--- src/rtl/fir_pkg.sv ---
// Shared types and register-map helpers for the FIR microsequencer.
// The register file holds the accumulator, a product temp, the sample
// delay line (newest sample in R2) and then the coefficient bank.
package fir_pkg;

    // Datapath operation codes issued each cycle.
    typedef enum logic [2:0] {
        OP_NOP   = 3'd0,
        OP_COPY  = 3'd1,
        OP_LOAD1 = 3'd2,
        OP_LOAD2 = 3'd3,
        OP_ADD   = 3'd4,
        OP_SUB   = 3'd5,
        OP_MUL   = 3'd6
    } op_t;

    // Sequencer states.
    typedef enum logic [2:0] {
        ST_IDLE,
        ST_COEFF,
        ST_SHIFT,
        ST_LOADS,
        ST_MUL0,
        ST_MULI,
        ST_ADDI,
        ST_DONE
    } state_t;

    localparam logic [3:0] REG_ACC     = 4'd0;
    localparam logic [3:0] REG_TMP     = 4'd1;
    localparam logic [3:0] REG_SAMPLE0 = 4'd2;

    // Register holding delay-line tap i (i = 0 is the newest sample).
    function automatic logic [3:0] sample_reg(input int i);
        return 4'(int'(REG_SAMPLE0) + i);
    endfunction

    // Register holding coefficient j for an n-tap filter.
    function automatic logic [3:0] coeff_reg(input int n, input int j);
        return 4'(int'(REG_SAMPLE0) + n + j);
    endfunction

endpackage

--- src/rtl/rise_detect.sv ---
// Single-flop rising-edge detector. The history flop clears on reset, so a
// level that is still high when reset releases is seen as a new edge.
module rise_detect (
    input  logic clk,
    input  logic rst,
    input  logic d_i,
    output logic rise_o
);

    logic prev_q;

    // Remember last cycle's level.
    // NOTE: sequential state uses non-blocking (<=) so every flop samples pre-edge values.
    always_ff @(posedge clk) begin
        if (rst) prev_q <= 1'b0;
        else     prev_q <= d_i;
    end

    assign rise_o = d_i & ~prev_q;

endmodule

--- src/rtl/fir_sequencer.sv ---
// Microsequencer for the 16x16 register-file FIR datapath. Loads the
// coefficient bank, shifts the sample delay line and runs the MAC chain,
// issuing one op/src1/src2/dest word per cycle. The datapath commits the
// issued op on the following clock edge.
module fir_sequencer
    import fir_pkg::*;
#(
    parameter int NUM_TAPS = 4   // legal 1..7
) (
    input  logic       clk,
    input  logic       rst,
    input  logic       data_ready,
    input  logic       load_coeff,
    input  logic       coeff_valid,
    input  logic       overflow,
    output op_t        op,
    output logic [3:0] src1,
    output logic [3:0] src2,
    output logic [3:0] dest,
    output logic       coeff_ack,
    output logic       modwait,
    output logic       processed,
    output logic       cnt_up,
    output logic       err
);

    localparam int              TW       = $clog2(NUM_TAPS) + 1;
    localparam logic [TW-1:0]   LAST_TAP = TW'(NUM_TAPS - 1);
    localparam logic [TW-1:0]   ONE_TAP  = TW'(1);

    state_t          state_q, state_d;
    logic [TW-1:0]   tap_q, tap_d;
    logic            pending_q, pending_d;
    logic            err_q, err_d;
    logic            data_rise;
    logic            start_sample;
    logic            queue_rise;
    logic            err_set;

    rise_detect u_rise (
        .clk    (clk),
        .rst    (rst),
        .d_i    (data_ready),
        .rise_o (data_rise)
    );

    // State, tap index, pending request and sticky error registers.
    // NOTE: reset is synchronous, so an assertion mid-sequence takes effect on the same edge that would have advanced the FSM.
    always_ff @(posedge clk) begin
        if (rst) begin
            state_q   <= ST_IDLE;
            tap_q     <= '0;
            pending_q <= 1'b0;
            err_q     <= 1'b0;
        end else begin
            state_q   <= state_d;
            tap_q     <= tap_d;
            pending_q <= pending_d;
            err_q     <= err_d;
        end
    end

    // Next-state and tap-index sequencing.
    // NOTE: every signal written here gets a default first, so no path can infer a latch.
    always_comb begin
        state_d      = state_q;
        tap_d        = tap_q;
        start_sample = 1'b0;

        unique case (state_q)
            ST_IDLE: begin
                if (load_coeff) begin
                    state_d = ST_COEFF;
                    tap_d   = '0;
                end else if (data_rise || pending_q) begin
                    start_sample = 1'b1;
                end
            end
            ST_COEFF: begin
                if (coeff_valid) begin
                    if (tap_q == LAST_TAP) begin
                        state_d = ST_IDLE;
                        tap_d   = '0;
                    end else begin
                        tap_d = tap_q + ONE_TAP;
                    end
                end
            end
            ST_SHIFT: begin
                if (tap_q == ONE_TAP) state_d = ST_LOADS;
                else                  tap_d   = tap_q - ONE_TAP;
            end
            ST_LOADS: state_d = ST_MUL0;
            ST_MUL0: begin
                if (NUM_TAPS == 1) begin
                    state_d = ST_DONE;
                end else begin
                    state_d = ST_MULI;
                    tap_d   = ONE_TAP;
                end
            end
            ST_MULI: state_d = ST_ADDI;
            ST_ADDI: begin
                if (tap_q == LAST_TAP) begin
                    state_d = ST_DONE;
                end else begin
                    state_d = ST_MULI;
                    tap_d   = tap_q + ONE_TAP;
                end
            end
            ST_DONE: begin
                // A queued sample starts straight away instead of idling a cycle.
                if (pending_q) start_sample = 1'b1;
                else           state_d      = ST_IDLE;
            end
            default: begin
                state_d = ST_IDLE;
                tap_d   = '0;
            end
        endcase

        // A single-tap filter has no delay line to shift.
        if (start_sample) begin
            if (NUM_TAPS > 1) begin
                state_d = ST_SHIFT;
                tap_d   = LAST_TAP;
            end else begin
                state_d = ST_LOADS;
                tap_d   = '0;
            end
        end
    end

    // One-deep request queue and sticky error bookkeeping.
    always_comb begin
        pending_d = pending_q;
        err_set   = 1'b0;
        // A rise that cannot start a sample now must be queued: busy, or
        // coefficient loading taking priority in IDLE.
        queue_rise = data_rise && ((state_q != ST_IDLE) || load_coeff);

        if (start_sample) pending_d = 1'b0;

        if (queue_rise) begin
            if (pending_q) err_set   = 1'b1;   // queue full: sample dropped
            else           pending_d = 1'b1;
        end else if (data_rise && pending_q && state_q == ST_IDLE) begin
            // IDLE serves the older queued request; the fresh rise takes its slot.
            pending_d = 1'b1;
        end

        if (overflow && (state_q inside {ST_MUL0, ST_MULI, ST_ADDI})) err_set = 1'b1;

        err_d = err_q;
        if (start_sample) err_d = 1'b0;
        if (err_set)      err_d = 1'b1;   // a set in the clearing cycle wins
    end

    // Moore decode of the datapath control word from state and tap index.
    always_comb begin
        op        = OP_NOP;
        src1      = '0;
        src2      = '0;
        dest      = '0;
        coeff_ack = 1'b0;
        processed = 1'b0;
        cnt_up    = 1'b0;
        modwait   = (state_q != ST_IDLE);

        unique case (state_q)
            ST_COEFF: begin
                if (coeff_valid) begin
                    op        = OP_LOAD2;
                    dest      = coeff_reg(NUM_TAPS, int'(tap_q));
                    coeff_ack = 1'b1;
                end
            end
            ST_SHIFT: begin
                op   = OP_COPY;
                dest = sample_reg(int'(tap_q));
                src1 = sample_reg(int'(tap_q) - 1);
            end
            ST_LOADS: begin
                op   = OP_LOAD1;
                dest = REG_SAMPLE0;
            end
            ST_MUL0: begin
                op   = OP_MUL;
                dest = REG_ACC;
                src1 = sample_reg(0);
                src2 = coeff_reg(NUM_TAPS, 0);
            end
            ST_MULI: begin
                op   = OP_MUL;
                dest = REG_TMP;
                src1 = sample_reg(int'(tap_q));
                src2 = coeff_reg(NUM_TAPS, int'(tap_q));
            end
            ST_ADDI: begin
                op   = OP_ADD;
                dest = REG_ACC;
                src1 = REG_ACC;
                src2 = REG_TMP;
            end
            ST_DONE: begin
                processed = 1'b1;
                cnt_up    = 1'b1;
            end
            default: ;
        endcase
    end

    assign err = err_q;

endmodule

--- config.mk ---
export PLATFORM = sky130hd
export DESIGN_NAME = fir_sequencer
export DESIGN_NICKNAME = d
export VERILOG_FILES = /design/src/rtl/fir_pkg.sv /design/src/rtl/rise_detect.sv /design/src/rtl/fir_sequencer.sv
export SDC_FILE = /design/constraint.sdc
export NUM_CORES = 1
export LEC_CHECK = 0
export CORE_MARGIN = 10
export CORE_UTILIZATION = 51
export DETAILED_ROUTE_END_ITERATION = 16
export PLACE_DENSITY_LB_ADDON = 0.08
export SLEW_MARGIN = 15
export SYNTH_ARGS = -nofsm -noshare
export SYNTH_HDL_FRONTEND = slang
export SYNTH_SLANG_ARGS = --single-unit
--- constraint.sdc ---
create_clock -name clk -period 4.13 [get_ports clk]
set_input_delay 0.6195 -clock clk [delete_from_list [all_inputs] [get_ports clk]]
set_output_delay 0.6195 -clock clk [all_outputs]
set_load 0.005 [all_outputs]
## Word-level counts from Yosys, hierarchy flattened

Index checks and enable logic that the tools add are counted.

| cells by class | value |
|---|---|
| equality and inequality tests | 23 |
| reductions and logical operators | 18 |
| multiplexer cells | 36 |
| add/sub/neg operators | 6 |
| bitwise logic cells | 2 |

Operators by type and width:

| kind | number |
|---|---|
| $mux W3 | 10 |
| $pmux W3 S5 | 2 |
| $pmux W3 S8 | 1 |
| $pmux W4 S3 | 2 |
| $ne A3 B3 Y1 const B | 7 |
| $reduce_and A5 Y1 | 4 |
| $pmux W4 S4 | 1 |
| $mux W1 | 14 |
| $ne A2 B2 Y1 const B | 7 |
| $eq A3 B3 Y1 const B | 4 |
| $eq A3 B2 Y1 const B | 3 |
| $mux W2 | 4 |
| $eq A3 B1 Y1 const B | 2 |
| $reduce_bool A3 Y1 | 2 |
| $reduce_bool A6 Y1 | 1 |
| $reduce_bool A5 Y1 | 1 |
| $add A2 B3 Y4 const A | 1 |
| $add A3 B3 Y4 const A | 1 |
| $add A3 B4 Y4 const A | 1 |
| $logic_and A1 B1 Y1 | 4 |
| $mux W4 | 1 |
| $reduce_or A2 Y1 | 2 |
| $sub A3 B1 Y4 const B | 1 |
| $add A3 B1 Y3 const B | 1 |
| 7 further kinds | 8 |

| word-level totals | value |
|---|---|
| word-level logic and storage cells | 92 |
| register bits after elaboration | 9 |
| output and inout bits | 20 |

## Logic depth before layout (Yosys ltp)

Gate-level depths: netlist of run 1.

| logic depth | value |
|---|---|
| depth in word-level cells | 9 |
| mapped depth | 6 |
| gate-level depth less buffers | 6 |

## Cells and area by module

Synthesis of run 1 repeated with hierarchy kept, for this count alone.

| unflattened totals | value |
|---|---|
| cells, all modules | 125 |
| area, all modules | 960.9 um^2 |

Modules (own cells, without submodules):

| module | instances | seq. area each (um^2) | area each (um^2) | cells each |
|---|---|---|---|---|
| fir_sequencer | 1 | 160.2 | 913.4 | 122 |
| rise_detect | 1 | 20.0 | 47.5 | 3 |

## Worst setup path before layout of run 1

Ideal clock, no wire load.

| timing path | value |
|---|---|
| path type | register to output |
| start point | register state_q[2] |
| end point | output port processed |
| cell stages (with the launch flop) | 6 |
| slack | 2224 ps |
| path buffers | 3 |
| arrival | 1286 ps |
| cells stage by stage | dfxtp_1 buf_1 inv_2 clkbuf_1 nor3_1 buf_4 |

| on the way | value |
|---|---|
| longest elaborated chain between the ends | 2 |

RTL lines:

| what | RTL line | source |
|---|---|---|
| start, declared | fir_sequencer.sv:31 | `state_t state_q, state_d;` |
| start signal, assigned | fir_sequencer.sv:56 | `state_q <= state_d;` |
| $eq A3 B3 Y1 | - |  |
| $mux W1 | - |  |
| end, declared | fir_sequencer.sv:22 | `output logic processed,` |

No other way between the ends.

## Worst setup path in the final report of run 1

| timing path | value |
|---|---|
| start point | register state_q[0] |
| end point | output port dest[0] |

| on the way | value |
|---|---|
| longest elaborated chain between the ends | 2 |

RTL lines:

| what | RTL line | source |
|---|---|---|
| $eq A3 B3 Y1 (tied with other cells) | fir_sequencer.sv:170 | `unique case (state_q)` |
| $pmux W4 S4 (*) | fir_sequencer.sv:170 |  |
| end, declared | fir_sequencer.sv:19 | `output logic [3:0] dest,` |

Mark *: on every way between the ends. The rest lies on a longest branch, timed or not.

==> flow_summary.toml, run 1 <==
[power_and_ir_drop]
p_per_area_nw_per_um2 = 523
power.share.switching_pct = 45.3
power.switching_uw = 283
p_clk_share_pct = 11.5
ir_drop_mv = 0.346
leakage_uw = 0.000460
power_uw = 623
p_comb_share_pct = 61.5
sequentialPowerShare_pct = 27.0
intPower_uw = 341

[setup_path]
start_kind = "flop"
reg2reg_from = "tap_q[0]"
worst-path-stages = 5
cp.required_ns = 3.51
crit_arrival_ns = 2.33
cp_num_buf_inv = 1
worstSetupEndpoint = "dest[0]"
critPathKind = "flop to output pin"
cp_cell_sequence = "nor2b_1, and2_1, o21ai_0, nand2_1, clkdlybuf4s50_1"
crit_path_start = "state_q[0]"
endpoint_kind = "output pin"
cp_slowest_cell = "dfxtp_1"
rrSetupSlack_ns = 2.11
slowest_delay_ns = 0.66
reg2reg_to = "tap_q[1]"
crit_family = "simple AND/OR/NAND/NOR gates"
cp_max_fo = 18
ff2ff_path_depth = 6

[placed_design]
gp_congestion = 0.863
port-buffer-count = 25
detailed_place_hpwl_mm = 2.05

[sta]
period_share_pct = 71.3
finalSetupViolCount = 0
rsz0062_at_grt = "false"
fin_skew_ns = 0.00714
min_period_ns = 2.95
worst_pin_slew_ns = 0.711
fin_setup_tns_ns = 0
max_slew_margin_pct = 52.6
fmax_ghz = 0.339
hold_viol = 0
finalMaxSlewViolations = 0

[floorplanning]
core_area_um2 = 1730
fp.dieArea_um2 = 3940
io_pins = 26
die_h_um = 62.8
rows = 15
die_w_um = 62.8
start_util_pct = 54.0

[synthesis]
synth_area_leaders = "dfxtp_1, ha_1, a21oi_1"
syn_nets = 138
ys_async_sr_fraction_pct = 0
synth_edf_count = 0
yosysTopAreaCell = "dfxtp_1"
avgSynthCellArea_um2 = 7.46
synth-main-ff-cell = "dfxtp_1"
yosysSeqAreaShare_pct = 19.3
syn_area_um2 = 932
syn_inst = 125
synth-seq-cells = 9
synth_top_area_share_pct = 19.3
synthTopCellsByCount = "a21oi_1, nor2_1, dfxtp_1"
ys.warnings.count = 0
synth_cell_type_count = 44

[cells_and_area]
diodes = 0
layout-drive-gt1-share_pct = 7.53
regArea_um2 = 180
multiInputGateArea_um2 = 668
final_nets = 160
fillCellCount = 166
area_growth_pct = 27.8
postLayoutCoreUtil_pct = 69.0

[detailed_routing]
final_antenna_net_count = 0
drtIter0Drc = 38
viasPerCell = 5.80
drtPass1Iterations = 4
post_drt_wl_per_cell_um = 15.2
vias = 992
drc = 0
finalWirelength_mm = 2.60

[clock_network]
clk_path_buf_depth = 2
root_buffer = "clkbuf_4"
htreeDepth = 1
clock-sinks = 9
numCtsBuffers = 3
post-cts-setup-buffers = 0
clk_pin_slew_ns = 0.07
cts-resized-gates = 0
tritoncts = "done"
ctsHoldBuffers = 0
clock_latency_ns = 0.27

[global_routing]
grt_max_degree = 24
grt_use_met3_pct = 4.48
grt_busiest_layer = "met2"
antenna_found_initial = 0
grtUsageMet1_pct = 16.1
grt_first_pass_wirelength_mm = 4.31
grt_usage_pct = 13.1
met2_usage_pct = 20.9
grt_pass1_vias = 867
grt_overflow = 0

[worst_hold_path]
hold_depth = 2
worstHoldPathType = "flop to flop"

[outcome]
outcome = "finished clean"

[flow_run]
drv_cap = 0
worst min-delay path, delay by kind of cell (launching register included):
family / cells / cell delay (ns)
flops: 1 / 0.31
simple gates: 1 / 0.06
compound gates: 1 / 0.06
metrics by stage:
step	setup WS, ns	area [um2]	std cells	hold slack [ns]
final	1.18	1190	171	0.475
after global routing	1.03	1190	171	0.490
after CTS	1.22	1190	171	0.476
after detailed placement	1.40	1160	167	0.467
after global placement	1.44	1160	167	0.460
after floorplan	2.22	932	125	0.456
layout make-up:
cell class	instances	share of cell area, %
sequential	9	15.1
clock buffer	3	1.89
multi-input combinational	99	56.1
timing repair buffer	25	21.0
clock inverter	1	0.420
tap	25	2.63
inverter	9	2.84
metal layers:
layer,wire length (um),share of wire (%)
met1,1160,44
met5,0,0
met2,1270,49
met3,155,6.0
met4,21,0.81
state kept, by name, indices dropped and copies added (netlist names):
| signal | count |
|---|---|
| pending_q | 1 |
| tap_q | 3 |
| err | 1 |
| state_q | 3 |
| u_rise.prev_q | 1 |
worst min-delay path by stage:
| stage | startpoint | to | slack [ns] |
|---|---|---|---|
| after detailed placement | err | err | 0.47 |
| final | err | err | 0.48 |
| after floorplan | err | err | 0.46 |
| after CTS | err | err | 0.48 |
| after global routing | err | err | 0.49 |
| after global placement | err | err | 0.46 |
kinds of logic after synthesis:
kind of cell,synth area share [%]
AO/OA/AOI/OAI,30.7
flip-flops,19.3
multiplexers,1.07
AND/OR/NAND/NOR,28.6
adder cells (fa/ha/maj),9.40
XOR/XNOR,1.88
buffers and inverters,8.99
placed cells by master (no fill, tap or decap), drive strengths merged, types with 2 or more instances in the layout:
master,Yosys,routed
a211oi,8,8
a21o,2,2
a21oi,12,12
a22oi,2,2
a32oi,2,2
and2,4,4
and3,2,2
clkbuf,3,3
clkdlybuf4s50,0,25
dfxtp,9,9
ha,7,7
inv,9,9
nand2,5,5
nand2b,6,6
nand3,2,2
nand3b,2,2
nand4,2,2
nor2,12,12
nor2b,6,6
nor3,2,2
o21ai,5,5
o31ai,2,2
xnor2,2,2
power groups by stage:
stage	logic (uW)	registers (uW)	clock network [uW]
after global routing	424	174	79.7
after global placement	368	168	0
after CTS	382	167	71.9
after detailed placement	379	169	0
after floorplan	286	137	0
final	383	168	71.9
No activity file was read; power rests on OpenSTA's default activity.
==> inputs of run 2 (changes only) <==
--- a/config.mk
+++ b/config.mk
@@ -6,7 +6,7 @@
 export NUM_CORES = 1
 export LEC_CHECK = 0
 export CORE_MARGIN = 10
-export CORE_UTILIZATION = 51
+export CORE_UTILIZATION = 47
 export DETAILED_ROUTE_END_ITERATION = 16
 export PLACE_DENSITY_LB_ADDON = 0.08
 export SLEW_MARGIN = 15
==> constraint.sdc (replaced) <==
create_clock -name clk -period 2.75 [get_ports clk]
set_input_delay 0.4125 -clock clk [delete_from_list [all_inputs] [get_ports clk]]
set_output_delay 0.4125 -clock clk [all_outputs]
set_load 0.005 [all_outputs]
==> run 2 against run 1 <==
Combinational power up 53%. Die area grew 5.8%. First-iteration DRC count rose by 13%. Sequential power up 51%. Clock skew grew 0.0012 ns. Flip-flop and latch count unchanged. Sequential share of layout area fell by 0.21 points. Final cell count rose by 2.9%. Via count grew 1.7%. Critical path depth stayed put. Clock power grew 49%.
==> flow_summary.toml, run 2 (synthesis gave the netlist of run 1 again) <==
[setup_path]
crit_path_start = "state_q[2]"
critPathKind = "flop to output pin"
cp.required_ns = 2.34
cp_max_fo = 15
rrSetupSlack_ns = 0.68
slowest_delay_ns = 0.52
crit_arrival_ns = 2.10
reg2reg_from = "tap_q[0]"
worstSetupEndpoint = "src1[3]"
start_kind = "flop"
cp_slowest_cell = "clkdlybuf4s50_1"
reg2reg_to = "tap_q[0]"
endpoint_kind = "output pin"
cp_cell_sequence = "buf_4, nor3_1, nand2_1, a21boi_1, clkdlybuf4s50_1"
ff2ff_path_depth = 6

[sta]
rsz0062_at_grt = "false"
period_share_pct = 91.4
whs_ns = 0.472
finalMaxSlewViolations = 0
fmax_ghz = 0.398
fin_setup_tns_ns = 0
worst_pin_slew_ns = 0.562
min_period_ns = 2.51
finalSetupViolCount = 0
fin_skew_ns = 0.00832
max_slew_margin_pct = 62.3
hold_viol = 0

[detailed_routing]
final_antenna_net_count = 0
drtPass1Iterations = 4
drtIter0Drc = 43
finalWirelength_mm = 2.66
drc = 0
vias = 1009
post_drt_wl_per_cell_um = 15.1
viasPerCell = 5.73

[global_routing]
grt_max_degree = 19
grt_first_pass_wirelength_mm = 4.35
grt_usage_pct = 12.5
grt_overflow = 0
grt_pass1_vias = 849
antenna_found_initial = 0

[power_and_ir_drop]
power_uw = 947
leakage_uw = 0.000473
ir_drop_mv = 0.515
p_per_area_nw_per_um2 = 779

[outcome]
outcome = "finished clean"

[worst_hold_path]
worstHoldPathType = "flop to flop"
min_from = "err"

[floorplanning]
start_util_pct = 48.5
io_pins = 26
die_w_um = 64.5
die_h_um = 64.5
fp.dieArea_um2 = 4160
core_area_um2 = 1920
rows = 16

[placed_design]
gp_congestion = 0.857
detailed_place_hpwl_mm = 2.10
port-buffer-count = 25
place_area_um2 = 1190

[clock_network]
root_buffer = "clkbuf_4"
cts-resized-gates = 0
clk_path_buf_depth = 2
htreeDepth = 1
post-cts-setup-buffers = 0
clk_pin_slew_ns = 0.07
ctsHoldBuffers = 0
clock_latency_ns = 0.27
numCtsBuffers = 3
clock-sinks = 9
tritoncts = "done"

[cells_and_area]
layout_common_cells = "clkdlybuf4s50_1, nor2_1, a21oi_1"
reg_top3 = "state_q: 3 flops, tap_q: 3 flops"
final_nets = 163
final_common_cell = "clkdlybuf4s50_1"
final_cell_area_um2 = 1220
layout-drive-gt1-share_pct = 9.40
postLayoutCoreUtil_pct = 63.3
fillCellCount = 192
area_growth_pct = 30.5
diodes = 0

[flow_run]
drv_cap = 0
run 2: cell types whose count changed in the layout (fill, tap and decap cells not counted), sizes merged:
cell    delta
clkinv     -1
buf        +3
clkbuf     +1
run 2: power by group:
group / switching, uW / leakage (uW) / internal (uW) / total, uW
Sequential: 88.5 / 0.0000746 / 166 / 254
Combinational: 280 / 0.000383 / 306 / 587
Clock: 50.5 / 0.0000150 / 56.1 / 107
Total: 419 / 0.000473 / 528 / 947
run 2: metal layers:
layer / track usage, % / up-vias / part of all wire, %
met4: 2.41 / 0 / 0.71
met3: 4.64 / 4 / 9.1
li1: - / 496 / -
met2: 18.8 / 35 / 48
met1: 16.5 / 474 / 42
met5: 0 / - / 0
run 2: worst min path at each step:
stage | endpoint | cells after the start | slack, ns
6_report | err | 2 | 0.47
4_1_cts | err | 2 | 0.47
3_5_place_dp | err | 2 | 0.47
2_1_floorplan | err | 2 | 0.46
3_3_place_gp | err | 2 | 0.46
5_1_grt | err | 2 | 0.51
run 2: layout make-up:
cell class                 count  area, um2  share of cell area, %
multi-input combinational     99        668                   54.9
timing repair buffer          28        273                   22.4
sequential                     9        181                   14.9
inverter                       9       33.8                   2.78
tap                           27       33.8                   2.78
clock buffer                   4       26.3                   2.16
run 2: per-stage QoR:
stage / instances / setup slack [ns]
floorplan: 125 / 1.05
global placement: 172 / 0.480
detailed placement: 172 / 0.442
CTS: 176 / 0.160
global route: 176 / 0.117
finish: 176 / 0.237
run 2: critical path, delay by kind of cell (launching register included):
| family | cells | cell delay (ns) |
|---|---|---|
| AO/OA/AOI/OAI | 1 | 0.15 |
| buffers and inverters | 2 | 0.78 |
| AND/OR/NAND/NOR | 2 | 0.42 |
| flip-flops | 1 | 0.48 |
==> inputs of run 3 (changes only) <==
--- a/config.mk
+++ b/config.mk
@@ -5,11 +5,13 @@
 export SDC_FILE = /design/constraint.sdc
 export NUM_CORES = 1
 export LEC_CHECK = 0
+export ABC_AREA = 1
 export CORE_MARGIN = 10
-export CORE_UTILIZATION = 47
+export CORE_UTILIZATION = 42
 export DETAILED_ROUTE_END_ITERATION = 16
 export PLACE_DENSITY_LB_ADDON = 0.08
 export SLEW_MARGIN = 15
 export SYNTH_ARGS = -nofsm -noshare
 export SYNTH_HDL_FRONTEND = slang
+export SYNTH_HIERARCHICAL = 1
 export SYNTH_SLANG_ARGS = --single-unit
==> constraint.sdc (replaced) <==
create_clock -name clk -period 2.3 [get_ports clk]
set_input_delay 0.345 -clock clk [delete_from_list [all_inputs] [get_ports clk]]
set_output_delay 0.345 -clock clk [all_outputs]
set_load 0.005 [all_outputs]
==> run 3 against run 2 <==
Clock skew fell by 0.0019 ns. Critical endpoint is now dest[0]. Die area rose by 4.4%. Area after synthesis fell by 5.0%. Global-route usage fell by 0.35 points.
==> flow_summary.toml, run 3 <==
[sta]
min_period_ns = 2.17
worst_pin_slew_ns = 0.221
whs_ns = 0.487
fin_setup_tns_ns = 0
fmax_ghz = 0.460
period_share_pct = 94.5
max_slew_margin_pct = 85.2
finalMaxSlewViolations = 0
finalSetupViolCount = 0
fin_skew_ns = 0.00645
rsz0062_at_grt = "false"
hold_viol = 0

[worst_hold_path]
hold_depth = 2
min_from = "err"
worstHoldPathType = "flop to flop"
min_to = "err"

[synthesis]
synth-main-ff-cell = "dfxtp_1"
syn_nets = 162
synth_area_leaders = "dfxtp_1, nand2_1, inv_1"
ys_async_sr_fraction_pct = 0
ys.warnings.count = 6
synth_edf_count = 0
syn_area_um2 = 886
synth_top_area_share_pct = 20.3
synth_cell_type_count = 24
synthTopCellsByCount = "nand2_1, inv_1, nor2_1"
avgSynthCellArea_um2 = 5.95
synth.most_common_cell = "nand2_1"
synth-seq-cells = 9
syn_inst = 149
yosysTopAreaCell = "dfxtp_1"
yosysSeqAreaShare_pct = 20.3

[power_and_ir_drop]
sequentialPowerShare_pct = 24.4
intPower_uw = 633
p_comb_share_pct = 65.6
power_uw = 1200
power.switching_uw = 570
p_clk_share_pct = 10.0
ir_drop_mv = 0.591
leakage_uw = 0.000605
p_per_area_nw_per_um2 = 979
power.share.switching_pct = 47.4

[cells_and_area]
diodes = 0
layout_common_cells = "nand2_1, inv_1, clkdlybuf4s50_1"
layout-drive-gt1-share_pct = 14.4
fin_cells = 208
final_common_cell = "nand2_1"
reg_top3 = "state_q: 3 flops, tap_q: 3 flops"
fillCellCount = 187
area_growth_pct = 38.7
final_cell_area_um2 = 1230
final_nets = 195

[setup_path]
reg2reg_from = "tap_q[0]"
critPathKind = "flop to output pin"
endpoint_kind = "output pin"
cp_max_fo = 7
cp.required_ns = 1.96
reg2reg_to = "tap_q[0]"
start_kind = "flop"
rrSetupSlack_ns = 0.78
ff2ff_path_depth = 10
crit_arrival_ns = 1.83

[detailed_routing]
drtPass1Iterations = 4
post_drt_wl_per_cell_um = 12.1
drc = 0
vias = 1003
final_antenna_net_count = 0
finalWirelength_mm = 2.52
drtIter0Drc = 40
viasPerCell = 4.82

[global_routing]
grt_max_degree = 9
grt_first_pass_wirelength_mm = 4.24
grt_usage_pct = 12.1
grt_overflow = 0
grt_pass1_vias = 910
antenna_found_initial = 0

[clock_network]
clk_pin_slew_ns = 0.06
tritoncts = "done"
clk_path_buf_depth = 2
root_buffer = "clkbuf_4"
clock_latency_ns = 0.26
clock-sinks = 9
htreeDepth = 1
numCtsBuffers = 3

[floorplanning]
rows = 16
fp.dieArea_um2 = 4350
start_util_pct = 44.7
io_pins = 26
die_h_um = 65.9
core_area_um2 = 1980
die_w_um = 65.9

[flow_run]
drv_cap = 0

[placed_design]
place_area_um2 = 1170
dp.cells = 203
detailed_place_hpwl_mm = 2.14
gp_congestion = 0.858
port-buffer-count = 25

[outcome]
outcome = "finished clean"
run 3: changes by cell type in the layout (fill, tap and decap cells not counted), sizes merged, moves of 4 or more:
cell | before | now
nand3 | 2 | 9
nand2 | 5 | 43
inv | 9 | 27
a211oi | 8 | 0
a21oi | 12 | 6
and2 | 4 | 0
nand2b | 6 | 0
nor2b | 6 | 0
nor2 | 12 | 26
run 3: worst max-delay path by stage:
| stage | startpoint | endpoint | slack, ns |
|---|---|---|---|
| after CTS | tap_q[2] | dest[2] | 0.03 |
| after global routing | tap_q[1] | src1[2] | 0.03 |
| final | state_q[0] | dest[0] | 0.13 |
| after detailed placement | coeff_valid | dest[0] | 0.22 |
| after global placement | tap_q[1] | dest[2] | 0.24 |
| after floorplan | state_q[1] | dest[0] | 0.80 |
run 3: routing by layer:
metal / part of all wire [%] / GRT usage, % / wire (um)
met2: 49 / 20.8 / 1220
met5: 0 / 0 / 0
met3: 6.5 / 4.24 / 165
met4: 0 / 1.60 / 0
met1: 45 / 14.4 / 1130
run 3: through the flow:
step / util (%) / setup slack [ns]
floorplan: - / 0.798
global placement: 59.3 / 0.241
detailed placement: 59.3 / 0.216
CTS: 60.9 / 0.0275
global route: 62.0 / 0.0277
finish: 62.0 / 0.126
run 3: logic make-up (layout without fill, tap and decap cells):
kind of cell    count (synthesis)  in the layout  share of synthesized area, %
buf+inv                        30             62                          15.1
compound gates                 21             21                          13.4
flops                           9              9                          20.3
fa+ha+maj                       7              7                          9.89
xor+xnor                        1              1                         0.989
simple gates                   81             81                          40.3
run 3: power groups by stage:
stage,sequential (uW),combinational [uW],clock (uW)
floorplan,245,530,0
global placement,282,763,0
detailed placement,284,769,0
CTS,286,775,126
global route,302,896,131
finish,293,788,121
run 3: worst max-delay path: stages (launching register included):
cell and delay [ns]:
dfxtp_2 0.41, nand2_2 0.11, nor2_1 0.15, inv_1 0.09, nand2_1 0.07, inv_1 0.06
a21oi_1 0.15, clkdlybuf4s50_1 0.52
run 3: area by class of cell:
type,instances,area [um2],share of cell area (%)
Multi-Input combinational cell,110,577,46.9
Timing Repair Buffer,31,298,24.2
Sequential cell,9,193,15.7
Inverter,27,101,8.25
Tap cell,27,33.8,2.75
Clock buffer,4,26.3,2.14
run 3: repair_timing:
| item | in CTS | in global routing |
|---|---|---|
| gates resized for setup | 4 | 7 |
| setup buffers | 0 | 1 |
| pin swaps | 0 | 1 |
| setup endpoints to repair | 5 | 7 |
| hold endpoints to repair | 0 | 0 |
| hold buffers | 0 | 0 |
